## src/rtl/mem_wb_stage.sv

```systemverilog
// mem_wb_stage: memory/writeback stage of the pipelined RV32I core.
// This stage accepts instructions from the memory stage. For loads it waits
// for the data-memory read response, then formats the loaded data. It drives
// a registered one-cycle register-file write strobe, the write-back
// instruction word and the write data.
// Optional feature: define WB_RETIRE_CNT_EN to add a 64-bit retired-instruction
// counter on output port instret.
module mem_wb_stage #(
    parameter int XLEN = 32
) (
    input  logic            clk,
    input  logic            rst,
    input  logic            in_valid,
    output logic            in_ready,
    input  logic [XLEN-1:0] inst_M,
    input  logic [XLEN-1:0] alu_M,
    input  logic [XLEN-1:0] pc_M,
    input  logic [1:0]      wb_sel_M,
    input  logic            reg_wen_M,
    input  logic            mem_rvalid,
    input  logic [XLEN-1:0] mem_rdata,
    output logic            RegWEn,
    output logic [XLEN-1:0] inst_W,
    output logic [XLEN-1:0] DataD
`ifdef WB_RETIRE_CNT_EN
    ,
    output logic [63:0]     instret
`endif
);

    localparam logic [31:0] NOP = 32'h0000_0013;

    typedef enum logic [0:0] {
        IDLE,
        WAIT_MEM
    } state_t;

    state_t      state;
    state_t      state_next;

    // A pending load needs only its instruction word, its byte offset and its
    // write enable. The PC and the upper address bits play no part in a load
    // writeback, so they are not kept.
    logic [31:0] cap_inst;
    logic [1:0]  cap_off;
    logic        cap_wen;

    logic        retire;
    logic        capture_load;
    logic [31:0] next_inst;
    logic [31:0] next_data;
    logic        next_wen;

    // Select the byte or halfword from the word-aligned read data.
    // Sign- or zero-extend it according to funct3.
    function automatic logic [31:0] fmt_load(input logic [2:0]  f3,
                                             input logic [1:0]  off,
                                             input logic [31:0] word);
        logic [7:0]  b;
        logic [15:0] h;
        b = word[{off, 3'b000} +: 8];
        h = off[1] ? word[31:16] : word[15:0];
        case (f3)
            3'b000:  fmt_load = {{24{b[7]}}, b};
            3'b100:  fmt_load = {24'h000000, b};
            3'b001:  fmt_load = {{16{h[15]}}, h};
            3'b101:  fmt_load = {16'h0000, h};
            default: fmt_load = word;
        endcase
    endfunction

    // Next-state, handshake and next writeback values. in_ready depends only on state.
    always_comb begin
        state_next   = state;
        in_ready     = 1'b0;
        retire       = 1'b0;
        capture_load = 1'b0;
        next_inst    = inst_W;
        next_data    = DataD;
        next_wen     = 1'b0;
        case (state)
            IDLE: begin
                in_ready = 1'b1;
                if (in_valid) begin
                    if (wb_sel_M == 2'd1) begin
                        capture_load = 1'b1;
                        state_next   = WAIT_MEM;
                    end else begin
                        retire    = 1'b1;
                        next_inst = inst_M;
                        next_wen  = reg_wen_M && (inst_M[11:7] != 5'd0);
                        next_data = (wb_sel_M == 2'd2) ? (pc_M + 32'd4) : alu_M;
                    end
                end
            end
            WAIT_MEM: begin
                if (mem_rvalid) begin
                    retire     = 1'b1;
                    next_inst  = cap_inst;
                    next_wen   = cap_wen && (cap_inst[11:7] != 5'd0);
                    next_data  = fmt_load(cap_inst[14:12], cap_off, mem_rdata);
                    state_next = IDLE;
                end
            end
            default: state_next = IDLE;
        endcase
    end

    // State register. Reset drops any pending load.
    always_ff @(posedge clk or posedge rst) begin
        if (rst) state <= IDLE;
        else     state <= state_next;
    end

    // Hold the accepted load until its memory response arrives.
    always_ff @(posedge clk or posedge rst) begin
        if (rst) begin
            cap_inst <= NOP;
            cap_off  <= 2'b00;
            cap_wen  <= 1'b0;
        end else if (capture_load) begin
            cap_inst <= inst_M;
            cap_off  <= alu_M[1:0];
            cap_wen  <= reg_wen_M;
        end
    end

    // Registered writeback outputs. They update only on a retire edge, and
    // the strobe stays high for one cycle.
    always_ff @(posedge clk or posedge rst) begin
        if (rst) begin
            RegWEn <= 1'b0;
            inst_W <= NOP;
            DataD  <= 32'h0000_0000;
        end else begin
            RegWEn <= next_wen;
            if (retire) begin
                inst_W <= next_inst;
                DataD  <= next_data;
            end
        end
    end

`ifdef WB_RETIRE_CNT_EN
    // Count every retire, including rd = 0 retires. The counter wraps naturally.
    always_ff @(posedge clk or posedge rst) begin
        if (rst)         instret <= 64'd0;
        else if (retire) instret <= instret + 64'd1;
    end
`endif

endmodule

```

## config.mk

```make
export PLATFORM = sky130hd
export DESIGN_NAME = mem_wb_stage
export DESIGN_NICKNAME = d
export VERILOG_FILES = /design/src/rtl/mem_wb_stage.sv
export SDC_FILE = /design/constraint.sdc
export NUM_CORES = 1
export LEC_CHECK = 0
export ABC_CLOCK_PERIOD_IN_PS = 4400
export CAP_MARGIN = 10
export CORE_MARGIN = 2
export CORE_UTILIZATION = 25
export CTS_CLUSTER_DIAMETER = 150
export CTS_CLUSTER_SIZE = 8
export DETAILED_ROUTE_END_ITERATION = 6
export GPL_TIMING_DRIVEN = 1
export PLACE_DENSITY_LB_ADDON = 0.08
export RECOVER_POWER = 50
export SYNTH_ARGS = -nofsm -noshare
export SYNTH_HDL_FRONTEND = slang
export SYNTH_SLANG_ARGS = --single-unit
```

## constraint.sdc

```tcl
create_clock -name clk -period 4.4 [get_ports clk]
set_input_delay 0.88 -clock clk [delete_from_list [all_inputs] [get_ports clk]]
set_output_delay 0.88 -clock clk [all_outputs]
set_load 0.01 [all_outputs]
```

==> qor.yml <==
maxCapViolCount: 1
grt_remaining_overflow: 0
cts_hold_buf: 0
rsz0062_at_grt: "no"
startpoint: "pc_M[7]"
syn2layout_area_growth_pct: 44.56
drt_iter0_drc: 319
synth_top_area_cell: "dfrtp_1"
skew_ns: 0.005478
fmax_mhz: 325.1
yosysWarningCount: 0
p_leak_nw: 3.248
final_antenna_net_count: 0
port_buffers: 200
status: "complete, but fails checks"
p_switching_mw: 1.056
post-synth-top-count-cell: "dfrtp_1"
combPwrFrac_pct: 31.9
fin_hold_ws_ns: 0.4788
dp_hpwl_um: 16760
pwr-share-seq_pct: 41.4
place_area_um2: 8115
synth_top_area_share_pct: 40.86
wl_per_cell_um: 20.43
top_layer_used: "met4"
slew_viol_final: 82
core-area_um2: 22710
first_global_vias: 5634
synth_common_cells: "dfrtp_1 (95), nand2_1 (79), o21ai_0 (68), mux2_2 (40), nor2_1 (37)"
setup_viol: 0
cts_buffer_depth: 2
wl_met1_um: 10290
yosys_register_bits: 101
vias: 5553
ir_drop_mv: 0.1970
met3RoutedLength_um: 1515
syn_area_um2: 5818
min-delay-start: "inst_W[9]$_DFFE_PP0P_"
ys_types: 59
crit_path_max_fanout: 13
hold_class: "flip-flop to flip-flop"
drt-total-wl_um: 22350
wl_met2_um: 10140
die_y_um: 156.6
clk_pin_slew_ns: 0.07
clk_latency_ns: 0.36
drc: 0
arrival_ns: 3.29
worst_slew_pin_slew_ns: 1.763
rows: 55
place.gp.congestion: 0.9342
diodes: 0
synth_nets: 759
period_share_pct: 69.91
drive_gt1_share_pct: 10.88
htreeDepth: 3
die_w_um: 156.6
r2r-start: "state$_DFF_PP0_"
post-route-min-period_ns: 3.076
clkPwrFrac_pct: 26.7
nets: 940
total_power_mw: 3.199
yosysSeqAreaShare_pct: 43.57
violations: "max-capacitance violations, max-slew violations"
grt_max_degree: 82
syn_inst: 623
cts_root_buf: "clkbuf_16"
cts_resized: 0
stdcell_area_um2: 8411
clkSinkCount: 101
grt_first_pass_wirelength_um: 33520
cts_setup_buffers: 0
synth_edf_count: 0
cts_buffers: 9
async_flop_share_pct: 100.0
cts_tree: "built"
viasPerCell: 5.076
cellPowerDensity_nw_per_um2: 380.3
antenna_found_initial: 0
fillCellCount: 2314
syn_area_per_cell_um2: 9.339
cp-start-kind: "input port"
synth_flop_cell: "dfrtp_1"
maxSlewHeadroom_pct: -17.71
p_int_mw: 2.143
setup_tns_ns: 0
die-area_um2: 24510
path_class: "input port to flip-flop"
dr.pass1.iters: 5
hold_violations: 0
crit_required_ns: 4.62
crit_path_end_kind: "flip-flop"
io_pins: 201
grt.total_usage_pct: 18.27
synth.area.top_cells: "dfrtp_1 (41%), mux2_2 (7.7%), mux2i_1 (5.8%)"
start_util_pct: 25.62
utilization_pct: 37.04
power.share.switching_pct: 33.01
[cell families (layout without fill, tap and decap cells)]
logic type,after synthesis,after routing,synth area share (%)
multiplexers,75,75,13.98
flip-flops,101,101,43.57
adder cells (fa/ha/maj),2,2,0.3871
XOR/XNOR,23,23,3.462
AND/OR/NAND/NOR,210,210,17.96
AO/OA/AOI/OAI,155,155,16.82
buffers and inverters,57,243,3.828
[state kept, by name, indices dropped and copies added, names as in the netlist]
register / flops
cap_wen: 1
cap_off: 2
RegWEn: 1
inst_W: 32
state: 1
cap_inst: 32
DataD: 32
[power groups by stage]
| stage | combinational (mW) | clock (mW) | sequential (mW) |
|---|---|---|---|
| after floorplan | 0.465 | 0 | 1.33 |
| after global placement | 1.05 | 0 | 1.34 |
| after detailed placement | 1.05 | 0 | 1.34 |
| after CTS | 1.06 | 0.893 | 1.33 |
| after global routing | 1.11 | 0.922 | 1.36 |
| final | 1.02 | 0.855 | 1.32 |
[critical path: stages]
cell	delay [ns]
clkdlybuf4s50_1	0.55
nand4_1	0.49
or4_4	0.72
o31a_1	0.30
o31ai_1	0.25
a21oi_1	0.11
[metrics by stage]
stage	instances	setup slack [ns]
floorplan	623	0.8828
global placement	1078	1.071
detailed placement	1078	1.034
CTS	1094	1.411
global route	1094	0.9920
finish	1094	1.324
[path summary, 6_finish.rpt]
path / end / slack (ns) / cells past startpoint
max reg2reg: DataD[29]$_DFFE_PP0P_ / 1.76 / 6
min: inst_W[9]$_DFFE_PP0P_ / 0.48 / 2
min reg2reg: inst_W[9]$_DFFE_PP0P_ / 0.48 / 2
max in group asynchronous: DataD[19]$_DFFE_PP0P_ / 1.39 / 3
max: DataD[23]$_DFFE_PP0P_ / 1.32 / 6
min in group asynchronous: inst_W[21]$_DFFE_PP0P_ / 1.53 / 2
[routing by layer]
metal | global-route usage (%) | up-vias
met4 | 5.155 | 0
li1 | - | 2637
met1 | 24.93 | 2681
met2 | 28.53 | 210
met5 | 0 | -
met3 | 4.819 | 25
[final cells by class]
cell class	instances	area, µm²	area share [%]
Clock buffer	9	225.2	2.678
Clock inverter	7	80.08	0.9521
Inverter	15	56.30	0.6694
Multi-Input combinational cell	465	3072	36.52
Sequential cell	101	2536	30.15
Tap cell	285	356.6	4.240
Timing Repair Buffer	212	2085	24.78
[placed cells by master (no fill, tap or decap), types with 5 or more instances in the layout]
| master | n |
|---|---|
| clkdlybuf4s50_1 | 166 |
| dfrtp_1 | 94 |
| nand2_1 | 79 |
| o21ai_0 | 67 |
| mux2_2 | 40 |
| nor2_1 | 37 |
| mux2i_1 | 34 |
| dlygate4sd3_1 | 34 |
| nand3_1 | 22 |
| inv_1 | 14 |
| nor3_1 | 14 |
| a21oi_1 | 13 |
| xor2_1 | 13 |
| a31oi_1 | 13 |
| xnor2_1 | 10 |
| o22ai_1 | 10 |
| buf_4 | 10 |
| clkbuf_16 | 9 |
| nor2b_1 | 8 |
| nand4_1 | 8 |
| o211ai_1 | 7 |
| nor4_1 | 7 |
| a221oi_1 | 6 |
| and2_1 | 6 |
| dfstp_2 | 6 |
| a32oi_1 | 5 |
| and3_1 | 5 |
No activity file was read; power rests on OpenSTA's default activity.
